--- config.mk ---
export PLATFORM = sky130hd
export DESIGN_NAME = vend_fsm_multi
export DESIGN_NICKNAME = d
export VERILOG_FILES = /design/src/rtl/vend_pkg.sv /design/src/rtl/vend_change_sel.sv /design/src/rtl/vend_fsm_multi.sv
export SDC_FILE = /design/constraint.sdc
export NUM_CORES = 1
export LEC_CHECK = 0
export CELL_PAD_IN_SITES_DETAIL_PLACEMENT = 1
export CELL_PAD_IN_SITES_GLOBAL_PLACEMENT = 1
export CORE_UTILIZATION = 42
export DETAILED_ROUTE_END_ITERATION = 10
export GPL_TIMING_DRIVEN = 0
export PLACE_DENSITY = 0.91
export SLEW_MARGIN = 10
export SYNTH_ARGS = -nofsm -noshare
export SYNTH_HDL_FRONTEND = slang
export SYNTH_SLANG_ARGS = --single-unit
--- constraint.sdc ---
create_clock -name clk -period 5.9 [get_ports clk]
set_input_delay 0.885 -clock clk [delete_from_list [all_inputs] [get_ports clk]]
set_output_delay 0.885 -clock clk [all_outputs]
set_load 0.03 [all_outputs]
--- src/rtl/vend_pkg.sv ---
// rtl/vend_pkg.sv - shared encodings for the multi-product vending controller
// Holds the FSM state type, inserted-coin codes with their values, and the
// change-coin codes driven on chg_coin.
package vend_pkg;

  typedef enum logic [1:0] {
    ST_ACCUM  = 2'd0,
    ST_VEND   = 2'd1,
    ST_CHANGE = 2'd2
  } state_e;

  // Inserted coin codes (coin input)
  localparam logic [1:0] COIN_4   = 2'b00;
  localparam logic [1:0] COIN_3   = 2'b11;
  localparam logic [1:0] COIN_2   = 2'b10;
  localparam logic [1:0] COIN_INV = 2'b01;

  // Returned change coin codes (chg_coin output)
  localparam logic [1:0] CHG_4 = 2'b00;
  localparam logic [1:0] CHG_3 = 2'b11;
  localparam logic [1:0] CHG_2 = 2'b10;
  localparam logic [1:0] CHG_1 = 2'b01;

  // Credit value of an inserted coin; the invalid code is worth nothing.
  function automatic logic [2:0] coin_value(input logic [1:0] code);
    case (code)
      COIN_4:  return 3'd4;
      COIN_3:  return 3'd3;
      COIN_2:  return 3'd2;
      default: return 3'd0;
    endcase
  endfunction

endpackage

--- src/rtl/vend_change_sel.sv ---
// rtl/vend_change_sel.sv - greedy change-coin picker
// Ports:
//   credit  in   CW  remaining credit to be returned
//   d       out  3   largest denomination in {4,3,2,1} not above credit (0 if credit is 0)
//   code    out  2   chg_coin encoding of d
module vend_change_sel
  import vend_pkg::*;
#(
  parameter int CW = 5
) (
  input  logic [CW-1:0] credit,
  output logic [2:0]    d,
  output logic [1:0]    code
);

  always_comb begin
    d    = 3'd0;
    code = CHG_4;
    if (credit >= CW'(4)) begin
      d    = 3'd4;
      code = CHG_4;
    end else if (credit == CW'(3)) begin
      d    = 3'd3;
      code = CHG_3;
    end else if (credit == CW'(2)) begin
      d    = 3'd2;
      code = CHG_2;
    end else if (credit == CW'(1)) begin
      d    = 3'd1;
      code = CHG_1;
    end
  end

endmodule

--- src/rtl/vend_fsm_multi.sv ---
// rtl/vend_fsm_multi.sv - multi-product vending controller with greedy change return
// Ports:
//   clk, rst                  clock (rising edge), synchronous active-low reset
//   coin_valid, coin          coin strobe and code from the acceptor
//   sel_valid, sel            product selection strobe and 1-based index
//   cancel                    refund request
//   prod_valid, prod_out      one-cycle vend pulse and product index
//   chg_valid, chg_coin       one-cycle change-coin pulse and coin code
//   credit                    current credit
//   busy                      high while vending or returning change
//   coin_reject, err          one-cycle pulses: coin refused, selection refused
module vend_fsm_multi
  import vend_pkg::*;
#(
  parameter int                         NUM_PROD   = 4,
  parameter int                         CW         = 5,
  parameter int                         MAX_CREDIT = 31,
  parameter logic [NUM_PROD*CW-1:0]     PRICES     = {5'd12, 5'd9, 5'd7, 5'd4},
  localparam int                        SEL_W      = $clog2(NUM_PROD + 1)
) (
  input  logic             clk,
  input  logic             rst,
  input  logic             coin_valid,
  input  logic [1:0]       coin,
  input  logic             sel_valid,
  input  logic [SEL_W-1:0] sel,
  input  logic             cancel,
  output logic             prod_valid,
  output logic [SEL_W-1:0] prod_out,
  output logic             chg_valid,
  output logic [1:0]       chg_coin,
  output logic [CW-1:0]    credit,
  output logic             busy,
  output logic             coin_reject,
  output logic             err
);

  state_e           state_q, state_d;
  logic [CW-1:0]    credit_q, credit_d;
  logic             prod_valid_q, prod_valid_d;
  logic [SEL_W-1:0] prod_out_q, prod_out_d;
  logic             chg_valid_q, chg_valid_d;
  logic [1:0]       chg_coin_q, chg_coin_d;
  logic             coin_reject_q, coin_reject_d;
  logic             err_q, err_d;

  logic [CW:0]      coin_sum;
  logic [CW:0]      cand;
  logic             coin_bad;
  logic [CW-1:0]    price;
  logic             sel_ok;
  logic [2:0]       chg_d;
  logic [1:0]       chg_code;

  vend_change_sel #(.CW(CW)) u_change_sel (
    .credit (credit_q),
    .d      (chg_d),
    .code   (chg_code)
  );

  // Candidate credit is one bit wider so overflow past MAX_CREDIT is visible.
  always_comb begin
    coin_sum = {1'b0, credit_q} + (CW+1)'(coin_value(coin));
    coin_bad = coin_valid && ((coin == COIN_INV) || (coin_sum > (CW+1)'(MAX_CREDIT)));
    cand     = (coin_valid && !coin_bad) ? coin_sum : {1'b0, credit_q};
  end

  // Price lookup; out-of-range selections (including 0) leave sel_ok low.
  always_comb begin
    price  = '0;
    sel_ok = 1'b0;
    for (int k = 1; k <= NUM_PROD; k++) begin
      if (sel == SEL_W'(k)) begin
        price  = PRICES[k*CW-1 -: CW];
        sel_ok = 1'b1;
      end
    end
  end

  always_comb begin
    state_d       = state_q;
    credit_d      = credit_q;
    prod_valid_d  = 1'b0;
    prod_out_d    = '0;
    chg_valid_d   = 1'b0;
    chg_coin_d    = CHG_4;
    coin_reject_d = 1'b0;
    err_d         = 1'b0;

    case (state_q)
      ST_ACCUM: begin
        coin_reject_d = coin_bad;
        if (cancel) begin
          // A same-cycle coin is refunded too; nothing to return means no-op.
          if (cand != '0) begin
            credit_d = cand[CW-1:0];
            state_d  = ST_CHANGE;
          end
        end else if (sel_valid) begin
          if (sel_ok && (cand >= {1'b0, price})) begin
            credit_d     = CW'(cand - {1'b0, price});
            prod_valid_d = 1'b1;
            prod_out_d   = sel;
            state_d      = ST_VEND;
          end else begin
            credit_d = cand[CW-1:0];
            err_d    = 1'b1;
          end
        end else begin
          credit_d = cand[CW-1:0];
        end
      end

      ST_VEND: begin
        coin_reject_d = coin_valid;
        state_d       = (credit_q != '0) ? ST_CHANGE : ST_ACCUM;
      end

      ST_CHANGE: begin
        coin_reject_d = coin_valid;
        chg_valid_d   = 1'b1;
        chg_coin_d    = chg_code;
        credit_d      = credit_q - CW'(chg_d);
        if (credit_q == CW'(chg_d)) begin
          state_d = ST_ACCUM;
        end
      end

      default: begin
        state_d = ST_ACCUM;
      end
    endcase
  end

  always_ff @(posedge clk) begin
    if (!rst) begin
      state_q       <= ST_ACCUM;
      credit_q      <= '0;
      prod_valid_q  <= 1'b0;
      prod_out_q    <= '0;
      chg_valid_q   <= 1'b0;
      chg_coin_q    <= 2'b00;
      coin_reject_q <= 1'b0;
      err_q         <= 1'b0;
    end else begin
      state_q       <= state_d;
      credit_q      <= credit_d;
      prod_valid_q  <= prod_valid_d;
      prod_out_q    <= prod_out_d;
      chg_valid_q   <= chg_valid_d;
      chg_coin_q    <= chg_coin_d;
      coin_reject_q <= coin_reject_d;
      err_q         <= err_d;
    end
  end

  assign prod_valid  = prod_valid_q;
  assign prod_out    = prod_out_q;
  assign chg_valid   = chg_valid_q;
  assign chg_coin    = chg_coin_q;
  assign credit      = credit_q;
  assign busy        = (state_q != ST_ACCUM);
  assign coin_reject = coin_reject_q;
  assign err         = err_q;

endmodule

==> flow_summary_export.csv, run 1 <==
group,metric,value,unit
worst_setup_path,path_delay_family,"compound AO/OA/AOI/OAI gates",
drt,ant_nets,0,
worst_setup_path,max_stage_delay,0.50,ns
worst_setup_path,slowest_stage,"clkdlybuf4s50_1",
synth,synth_area_per_cell,8.30,µm²
global_routing,grt_use_total,25.3,%
synth,synth_warnings,0,
sta,rsz0062_at_grt,"no",
floorplanning,rows,20,
drt,wl_per_cell,16.7,µm
power,ir_drop,172,µV
sta,finalHoldViolCount,0,
global_routing,overflow,0,
cts,root_buffer,"clkbuf_4",
sta,holdWs,0.562,ns
global_routing,grt_pass1_vias,1471,
sta,worstMarginPinSlew,0.567,ns
synth,syn-num-nets,201,
worst_setup_path,crit_path_start_kind,"primary input",
sta,fin_ws,1.18,ns
floorplanning,num_io_pins,25,
power,power,0.000774,W
cts,cts_tree,"built",
synth,synth_cell_types,53,
power,p_leak,0.715,nW
global_routing,grt_pass1_wl,6790,µm
sta,min_period_over_period,80.1,%
worst_setup_path,cp_num_buf_inv,5,
worst_setup_path,worst_ep_required_time,6.16,ns
synth,synthTopCellsByCount,"nand2_1, dfxtp_1, ha_1, inv_1, nor2_1",
power,pwr_density_cell,439,nW/µm²
synth,ys.flop_type,"dfxtp_1",
synth,synth_edf_count,0,
final_layout,synthToLayoutAreaGrowth,22.3,%
placed_design,routabilityCongestion,0.882,
worst_setup_path,crit_path_cell_trace,"clkdlybuf4s50_1, clkbuf_1, ha_1, a211oi_4, o211ai_2, mux2_4, inv_1, ha_1, inv_1, fa_1, a21o_1, a21oi_1, and2_1, clkbuf_1, a21o_1, mux2i_1, o221a_1",
synth,netlist_area,1440,µm²
synth,synth_largest_area_cell,"dfxtp_1",
global_routing,antenna_found_initial,0,
synth,ys_async_sr_fraction,0,%
sta,finalSetupViolations,0,
sta,skew,0.0139,ns
floorplanning,die_w,60.6,µm
worst_setup_path,worstPathArrival,4.99,ns
worst_setup_path,r2r_cells,15,
sta,slew_headroom,62.2,%
final_layout,fin_util,56.0,%
synth,synthCells,174,
cts,clock_sinks,16,
drt,first_pass_iters,4,
cts,cts_buffers,3,
cts,ctsHoldBuffers,0,
cts,cts_setup_buffers,0,
run,drv_cap,0,
floorplanning,coreArea,3150,µm²
sta,period_minus_slack,4.72,ns
floorplanning,initial_utilization,45.8,%
floorplanning,die_area,3680,µm²
drt,avgViaCountPerCell,5.88,
drt,drtIter0Drc,48,
final_layout,fillCellCount,396,
sta,final.setup.tns,0,ns
final_layout,drive_above_1_share,6.97,%
placed_design,hpwl,3280,µm
worst_setup_path,worstSetupPathType,"primary input to register",
final_layout,antenna_cells,0,
cts,cts.repair.resized,0,
cts,clock_latency,0.31,ns
synth,synth.top_cell.area_share,22.2,%
placed_design,post-place-ws,0.866,ns
sta,max_freq,0.212,GHz
synth,synth.most_common_cell,"nand2_1",
drt,drt_wl_total,4090,µm
global_routing,grt_max_degree,11,
min_path,hp-class,"register to register",
cts,htree_levels,1,
synth,yosysSeqAreaShare,22.2,%
synth,yosys_register_bits,16,
status,outcome,"finished, final reports clean",
worst_setup_path,r2r_slack,1.81,ns
placed_design,portBuffers,23,
drt,drc,0,
final_layout,fin_nets,229,
cts,path_clk_slew,0.11,ns
drt,vias,1440,
cts,max-clock-path-buffers,2,
synth,synth.area.top_cells,"dfxtp_1, ha_1, nand2_1",
worst_setup_path,crit_fanout,7,
sta,drv_slew,0,
min_path,worstHoldPathCells,2,
floorplanning,die-height,60.6,µm
worst_setup_path,end_kind,"register",
worst_setup_path,critical_path_depth,17,
final cells by class:
cell class                      instances  area [µm²]  share of cell area [%]
Buffer                                  7        27.5                    1.56
Clock buffer                            4        36.3                    2.06
Multi-Input combinational cell        137        1040                    59.1
Tap cell                               44        55.1                    3.12
Inverter                               14        52.6                    2.98
Timing Repair Buffer                   23         230                    13.0
Sequential cell                        16         320                    18.1
metal layers:
layer  track usage, %  routed length, µm
met2             43.8               2050
met1             30.9               1820
met5                0                  0
met3             3.84                125
met4             11.4                100
worst register-to-register path: stages (launching register included):
cell	delay, ns
dfxtp_1	0.56
ha_1	0.35
a211oi_4	0.37
o211ai_2	0.18
mux2_4	0.36
inv_1	0.06
ha_1	0.16
inv_1	0.06
fa_1	0.43
a21o_1	0.18
a21oi_1	0.21
and2_1	0.15
clkbuf_1	0.24
a21o_1	0.28
mux2i_1	0.26
o221a_1	0.21
path summary, 6_finish.rpt:
kind / from / endpoint
setup reg to reg: credit[1] / credit[1]
hold reg to reg: state_q[1] / state_q[1]
setup / recovery: coin[1] / credit[1]
hold / removal: state_q[1] / state_q[1]
state kept, by name, indices dropped and copies added (netlist names):
signal and cells:
chg_coin 2, chg_valid 1, coin_reject 1, credit 5, err 1, prod_out 3, prod_valid 1, state_q 2
cell usage in the layout, fill, tap and decap left out, types with 2 or more instances in the layout:
master | Yosys | routed
xnor2_1 | 4 | 4
clkbuf_1 | 5 | 5
and2_1 | 8 | 8
a2111o_1 | 2 | 2
dfxtp_1 | 16 | 16
nor2b_1 | 3 | 3
mux2i_1 | 2 | 2
nand2_1 | 20 | 20
nand3_1 | 2 | 2
mux2_2 | 2 | 2
clkbuf_4 | 0 | 3
a21oi_1 | 9 | 9
ha_1 | 14 | 14
nor3_1 | 7 | 7
o211ai_1 | 2 | 2
nand2b_1 | 5 | 5
o21ai_0 | 2 | 2
a21o_1 | 3 | 3
a31oi_1 | 2 | 2
a2111oi_0 | 2 | 2
xor2_1 | 2 | 2
a211oi_1 | 2 | 2
nand4_1 | 3 | 3
clkdlybuf4s50_1 | 0 | 23
o221a_1 | 2 | 2
fa_1 | 3 | 3
nor2_1 | 10 | 10
nand3b_1 | 2 | 2
inv_1 | 14 | 14
report_power, final:
part           leakage, nW  internal (W)  switching, W
sequential           0.131      0.000129     0.0000244
combinational        0.564      0.000221      0.000321
clock               0.0210     0.0000377     0.0000414
total                0.715      0.000388      0.000387
metrics by stage:
stage,instances,instance area [µm²]
final,245,1770
after global routing,245,1770
after CTS,245,1770
after detailed placement,241,1730
after global placement,241,1730
after floorplan,174,1440
kinds of logic after synthesis:
family / Yosys count / synth area share, %
adders and majority gates: 17 / 16.3
xor gates and xnor gates: 6 / 3.64
muxes: 5 / 3.99
DFF: 16 / 22.2
AOI/OAI and AO/OA: 44 / 25.1
buffers and inverters: 21 / 5.55
and+or+nand+nor: 65 / 23.2
No activity file was read; power rests on OpenSTA's default activity.
==> run 2, diff against run 1 <==
--- a/config.mk
+++ b/config.mk
@@ -7,10 +7,10 @@
 export LEC_CHECK = 0
 export CELL_PAD_IN_SITES_DETAIL_PLACEMENT = 1
 export CELL_PAD_IN_SITES_GLOBAL_PLACEMENT = 1
-export CORE_UTILIZATION = 42
+export CORE_UTILIZATION = 35
 export DETAILED_ROUTE_END_ITERATION = 10
 export GPL_TIMING_DRIVEN = 0
-export PLACE_DENSITY = 0.91
+export PLACE_DENSITY = 0.82
 export SLEW_MARGIN = 10
 export SYNTH_ARGS = -nofsm -noshare
 export SYNTH_HDL_FRONTEND = slang
==> constraint.sdc (replaced) <==
create_clock -name clk -period 3.9 [get_ports clk]
set_input_delay 0.585 -clock clk [delete_from_list [all_inputs] [get_ports clk]]
set_output_delay 0.585 -clock clk [all_outputs]
set_load 0.03 [all_outputs]
==> run 2 against run 1 <==
Net effect: global-route usage down 3.1 points; sequential cell count unchanged; sequential power up 53%; critical path type unchanged; critical path depth down 1; largest cell class unchanged; largest power group unchanged; wire length increased by 5.1%.
==> flow_summary_export.csv, run 2 (same netlist as run 1, synthesis figures left out) <==
group,metric,value,unit
worst_setup_path,slowest_stage,"fa_2",
global_routing,grt_max_degree,11,
floorplanning,die_w,66.2,µm
sta,final.setup.tns,0,ns
cts,cts_tree,"built",
cts,clock_latency,0.26,ns
placed_design,routabilityCongestion,0.901,
cts,clock_sinks,16,
sta,slew_headroom,63.2,%
final_layout,fin_cells,254,
drt,drc,0,
min_path,hp-class,"register to register",
final_layout,largest_register_ffs,5,
worst_setup_path,crit_path_start_kind,"primary input",
power,pwr_density_cell,679,nW/µm²
drt,avgViaCountPerCell,5.70,
global_routing,overflow,0,
cts,htree_levels,1,
final_layout,fin_nets,234,
cts,max-clock-path-buffers,2,
drt,first_pass_iters,4,
worst_setup_path,crit_path_cell_trace,"dlymetal6s2s_1, clkbuf_2, ha_1, a211oi_4, o211ai_2, mux2_4, inv_1, ha_1, inv_1, fa_2, a21o_1, a21oi_2, and2_4, a21o_1, mux2i_1, o221a_1",
drt,drtIter0Drc,54,
drt,wl_per_cell,16.9,µm
final_layout,synthToLayoutAreaGrowth,29.1,%
sta,finalSetupViolations,0,
worst_setup_path,crit_fanout,6,
floorplanning,die_area,4390,µm²
final_layout,drive_above_1_share,13.1,%
worst_setup_path,r2r_slack,0.24,ns
floorplanning,initial_utilization,38.0,%
worst_setup_path,r2r_cells,14,
sta,drv_slew,0,
min_path,hp-start,"state_q[1]",
global_routing,grt_pass1_wl,7400,µm
worst_setup_path,worstPathArrival,3.87,ns
sta,rsz0062_at_grt,"no",
floorplanning,coreArea,3800,µm²
worst_setup_path,worst_ep_required_time,4.10,ns
sta,finalHoldViolCount,0,
power,power,0.00127,W
placed_design,placed_area,1730,µm²
sta,period_minus_slack,3.67,ns
floorplanning,num_io_pins,25,
sta,skew,0.00479,ns
power,ir_drop,358,µV
worst_setup_path,end_kind,"register",
min_path,worstHoldPathCells,2,
placed_design,dpl.cell_count,245,
cts,path_clk_slew,0.07,ns
final_layout,layout_commonest_cell,"clkdlybuf4s50_1",
placed_design,portBuffers,23,
power,p_leak,0.769,nW
status,outcome,"finished, final reports clean",
sta,worstMarginPinSlew,0.552,ns
sta,holdWs,0.573,ns
drt,vias,1449,
final_layout,layout_common_cells,"clkdlybuf4s50_1, nand2_1, dfxtp_1",
sta,max_freq,0.273,GHz
worst_setup_path,worstSetupPathType,"primary input to register",
drt,drt_wl_total,4300,µm
min_path,hold_end,"state_q[1]",
global_routing,grt_use_total,22.2,%
floorplanning,rows,22,
final_layout,final_cell_area,1860,µm²
final_layout,antenna_cells,0,
worst_setup_path,r2r_end,"credit[1]",
final_layout,fillCellCount,458,
run,drv_cap,0,
global_routing,antenna_found_initial,0,
sta,min_period_over_period,94.1,%
global_routing,grt_pass1_vias,1531,
cts,cts_buffers,3,
floorplanning,die-height,66.2,µm
worst_setup_path,max_stage_delay,0.38,ns
worst_setup_path,rr_startpoint,"credit[1]",
cts,root_buffer,"clkbuf_8",
placed_design,hpwl,3410,µm
drt,ant_nets,0,
run 2: where the power goes:
group	leakage (nW)	internal [W]	switching, W
Combinational	0.609	0.000378	0.000500
Clock	0.0288	0.0000898	0.0000635
Sequential	0.131	0.000195	0.0000402
run 2: stage by stage:
stage	util [%]	setup WS [ns]
final	49.1	0.232
after global routing	49.1	0.0820
after CTS	48.1	0.0151
after detailed placement	45.7	-0.867
after global placement	45.7	-0.717
after floorplan	-	0.106
run 2: worst max path at each step:
stage	startpoint	end	slack, ns	depth (start not counted)
finish	coin[1]	credit[1]	0.23	16
global placement	coin[1]	credit[0]	-0.72	17
global route	coin[1]	credit[1]	0.08	16
detailed placement	coin[1]	credit[0]	-0.87	17
CTS	coin[1]	credit[2]	0.02	14
floorplan	coin[1]	credit[0]	0.11	16
run 2: layer usage:
layer	GRT usage (%)	share of wire (%)	up-vias
met1	26.8	42	706
met2	40.3	53	37
met5	0	0	-
li1	-	-	701
met4	3.99	0.93	0
met3	4.48	3.4	5
run 2: final cells by class:
| class | instances | area [µm²] | share of cell area [%] |
|---|---|---|---|
| Buffer | 6 | 25.0 | 1.34 |
| Tap cell | 48 | 60.1 | 3.22 |
| Inverter | 14 | 52.6 | 2.82 |
| Timing Repair Buffer | 29 | 280 | 15.0 |
| Multi-Input combinational cell | 137 | 1070 | 57.4 |
| Sequential cell | 16 | 320 | 17.2 |
| Clock buffer | 4 | 55.1 | 2.95 |
run 2: critical path, delay by kind of cell:
kind / cells / cell delay, ns
mux: 2 / 0.61
simple gates: 1 / 0.19
fa+ha+maj: 3 / 0.87
buf+inv: 4 / 0.42
compound gates: 6 / 1.18
run 2: repair_timing:
item                       in CTS  in global routing
resized for setup               6                  6
pin swaps                       4                  7
hold buffers                    0                  0
buffers inserted                4                  2
setup endpoints to repair      12                 10
==> run 3, diff against run 2 <==
--- a/config.mk
+++ b/config.mk
@@ -7,10 +7,10 @@
 export LEC_CHECK = 0
 export CELL_PAD_IN_SITES_DETAIL_PLACEMENT = 1
 export CELL_PAD_IN_SITES_GLOBAL_PLACEMENT = 1
-export CORE_UTILIZATION = 35
+export CORE_UTILIZATION = 42
 export DETAILED_ROUTE_END_ITERATION = 10
 export GPL_TIMING_DRIVEN = 0
-export PLACE_DENSITY = 0.82
+export PLACE_DENSITY = 0.95
 export SLEW_MARGIN = 10
 export SYNTH_ARGS = -nofsm -noshare
 export SYNTH_HDL_FRONTEND = slang
==> constraint.sdc (replaced) <==
create_clock -name clk -period 4.46 [get_ports clk]
set_input_delay 0.669 -clock clk [delete_from_list [all_inputs] [get_ports clk]]
set_output_delay 0.669 -clock clk [all_outputs]
set_load 0.03 [all_outputs]
==> run 3 against run 2 <==
Net effect: die area shrank 16%; utilization rose by 7.2 points; register-to-register slack better by 0.40 ns; setup slack got worse by 0.038 ns; largest cell class unchanged; critical path depth stayed put; critical endpoint is now credit[2]; power shrank 18%.
==> flow_summary_export.csv, run 3 (same netlist as run 1, synthesis figures left out) <==
group,metric,value,unit
global_routing,overflow,0,
placed_design,hpwl,3360,µm
worst_setup_path,crit_path_start_kind,"primary input",
final_layout,fillCellCount,411,
floorplanning,num_io_pins,25,
final_layout,layout_commonest_cell,"clkdlybuf4s50_1",
worst_setup_path,worstPathArrival,4.47,ns
worst_setup_path,worst_ep_required_time,4.67,ns
sta,holdWs,0.583,ns
cts,cts_buffers,3,
cts,clock_sinks,16,
placed_design,portBuffers,23,
cts,cts_tree,"built",
global_routing,antenna_found_initial,0,
floorplanning,coreArea,3150,µm²
cts,ctsHoldBuffers,0,
sta,final.setup.tns,0,ns
sta,min_period_over_period,95.7,%
final_layout,antenna_cells,0,
global_routing,grt_pass1_wl,6840,µm
global_routing,grt_pass1_vias,1516,
worst_setup_path,end_kind,"register",
run,drv_cap,0,
sta,finalHoldViolCount,0,
worst_setup_path,crit_fanout,7,
cts,htree_levels,1,
drt,wl_met2,2180,µm
floorplanning,initial_utilization,45.8,%
min_path,hp-class,"register to register",
final_layout,synthToLayoutAreaGrowth,22.8,%
power,p_leak,0.717,nW
drt,first_pass_iters,4,
drt,route.met3.wl,113,µm
final_layout,layout_common_cells,"clkdlybuf4s50_1, nand2_1, dfxtp_1",
drt,wl_per_cell,17.0,µm
sta,slew_headroom,64.2,%
floorplanning,die_area,3680,µm²
drt,maxUsedRoutingLayer,"met4",
floorplanning,die_w,60.6,µm
cts,root_buffer,"clkbuf_4",
global_routing,grt_use_total,25.0,%
power,pwr_density_cell,583,nW/µm²
power,ir_drop,272,µV
drt,drtIter0Drc,42,
sta,skew,0.00444,ns
floorplanning,rows,20,
sta,max_freq,0.234,GHz
cts,max-clock-path-buffers,2,
final_layout,drive_above_1_share,8.46,%
final_layout,final_cell_area,1770,µm²
final_layout,largest_register_ffs,5,
drt,drc,0,
final_layout,fin_nets,229,
sta,drv_slew,0,
sta,worstMarginPinSlew,0.537,ns
placed_design,placed_area,1730,µm²
cts,path_clk_slew,0.10,ns
placed_design,routabilityCongestion,0.895,
global_routing,grt_max_degree,11,
cts,clock_latency,0.29,ns
drt,avgViaCountPerCell,5.78,
worst_setup_path,worstSetupPathType,"primary input to register",
final_layout,fin_util,56.2,%
drt,vias,1416,
sta,period_minus_slack,4.27,ns
drt,ant_nets,0,
floorplanning,die-height,60.6,µm
status,outcome,"finished, final reports clean",
sta,finalSetupViolations,0,
drt,m1WireLength,1850,µm
drt,drt_wl_total,4180,µm
-- run 3: cell count changes in the layout (fill, tap and decap cells not counted), sizes merged --
cell           delta
buf               -5
clkdlybuf4s50     +2
dlymetal6s2s      -2
-- run 3: what timing repair did --
action	4_1_cts	5_1_grt
buffers inserted	0	1
pin swaps	0	1
gates resized for setup	0	2
setup endpoints to repair	4	7
-- run 3: critical path: stages --
cell             delay [ns]
clkdlybuf4s50_1        0.51
clkbuf_1               0.17
ha_1                   0.29
a211oi_4               0.26
o211ai_2               0.17
mux2_4                 0.36
inv_1                  0.07
ha_1                   0.16
inv_1                  0.06
fa_1                   0.44
a21o_1                 0.17
a21oi_1                0.25
and2_2                 0.27
a21o_1                 0.23
a31oi_1                0.12
a311oi_1               0.28
-- run 3: path summary, 6_finish.rpt --
check,from,end,slack [ns],cells past startpoint
setup / recovery,coin[1],credit[2],0.19,16
hold / removal,state_q[1],state_q[1],0.58,2
setup reg to reg,credit[1],credit[2],0.64,14
hold reg to reg,state_q[1],state_q[1],0.58,2
-- run 3: power by group --
group / internal, W / switching, W
Combinational: 0.000299 / 0.000429
Clock: 0.0000498 / 0.0000501
Sequential: 0.000171 / 0.0000350
Total: 0.000519 / 0.000514
-- run 3: stage by stage --
step	setup slack, ns	cells	total power, W
after floorplan	0.582	174	0.000710
after CTS	0.0341	244	0.00102
after global placement	-0.223	241	0.000867
after global routing	-0.00247	245	0.00110
final	0.194	245	0.00103
after detailed placement	-0.386	241	0.000920
-- run 3: area by class of cell --
type | instances | area, µm² | area share (%)
multi-input combinational | 137 | 1050 | 59.1
sequential | 16 | 320 | 18.1
timing repair buffer | 24 | 238 | 13.4
tap | 44 | 55.1 | 3.11
inverter | 14 | 52.6 | 2.96
clock buffer | 4 | 36.3 | 2.05
buffer | 6 | 23.8 | 1.34
-- run 3: layer usage --
metal  up-vias  global-route usage [%]
li1        685                       -
met1       698                    29.4
met2        29                    47.3
met3         4                    4.48
met4         0                    4.55
met5         -                       0
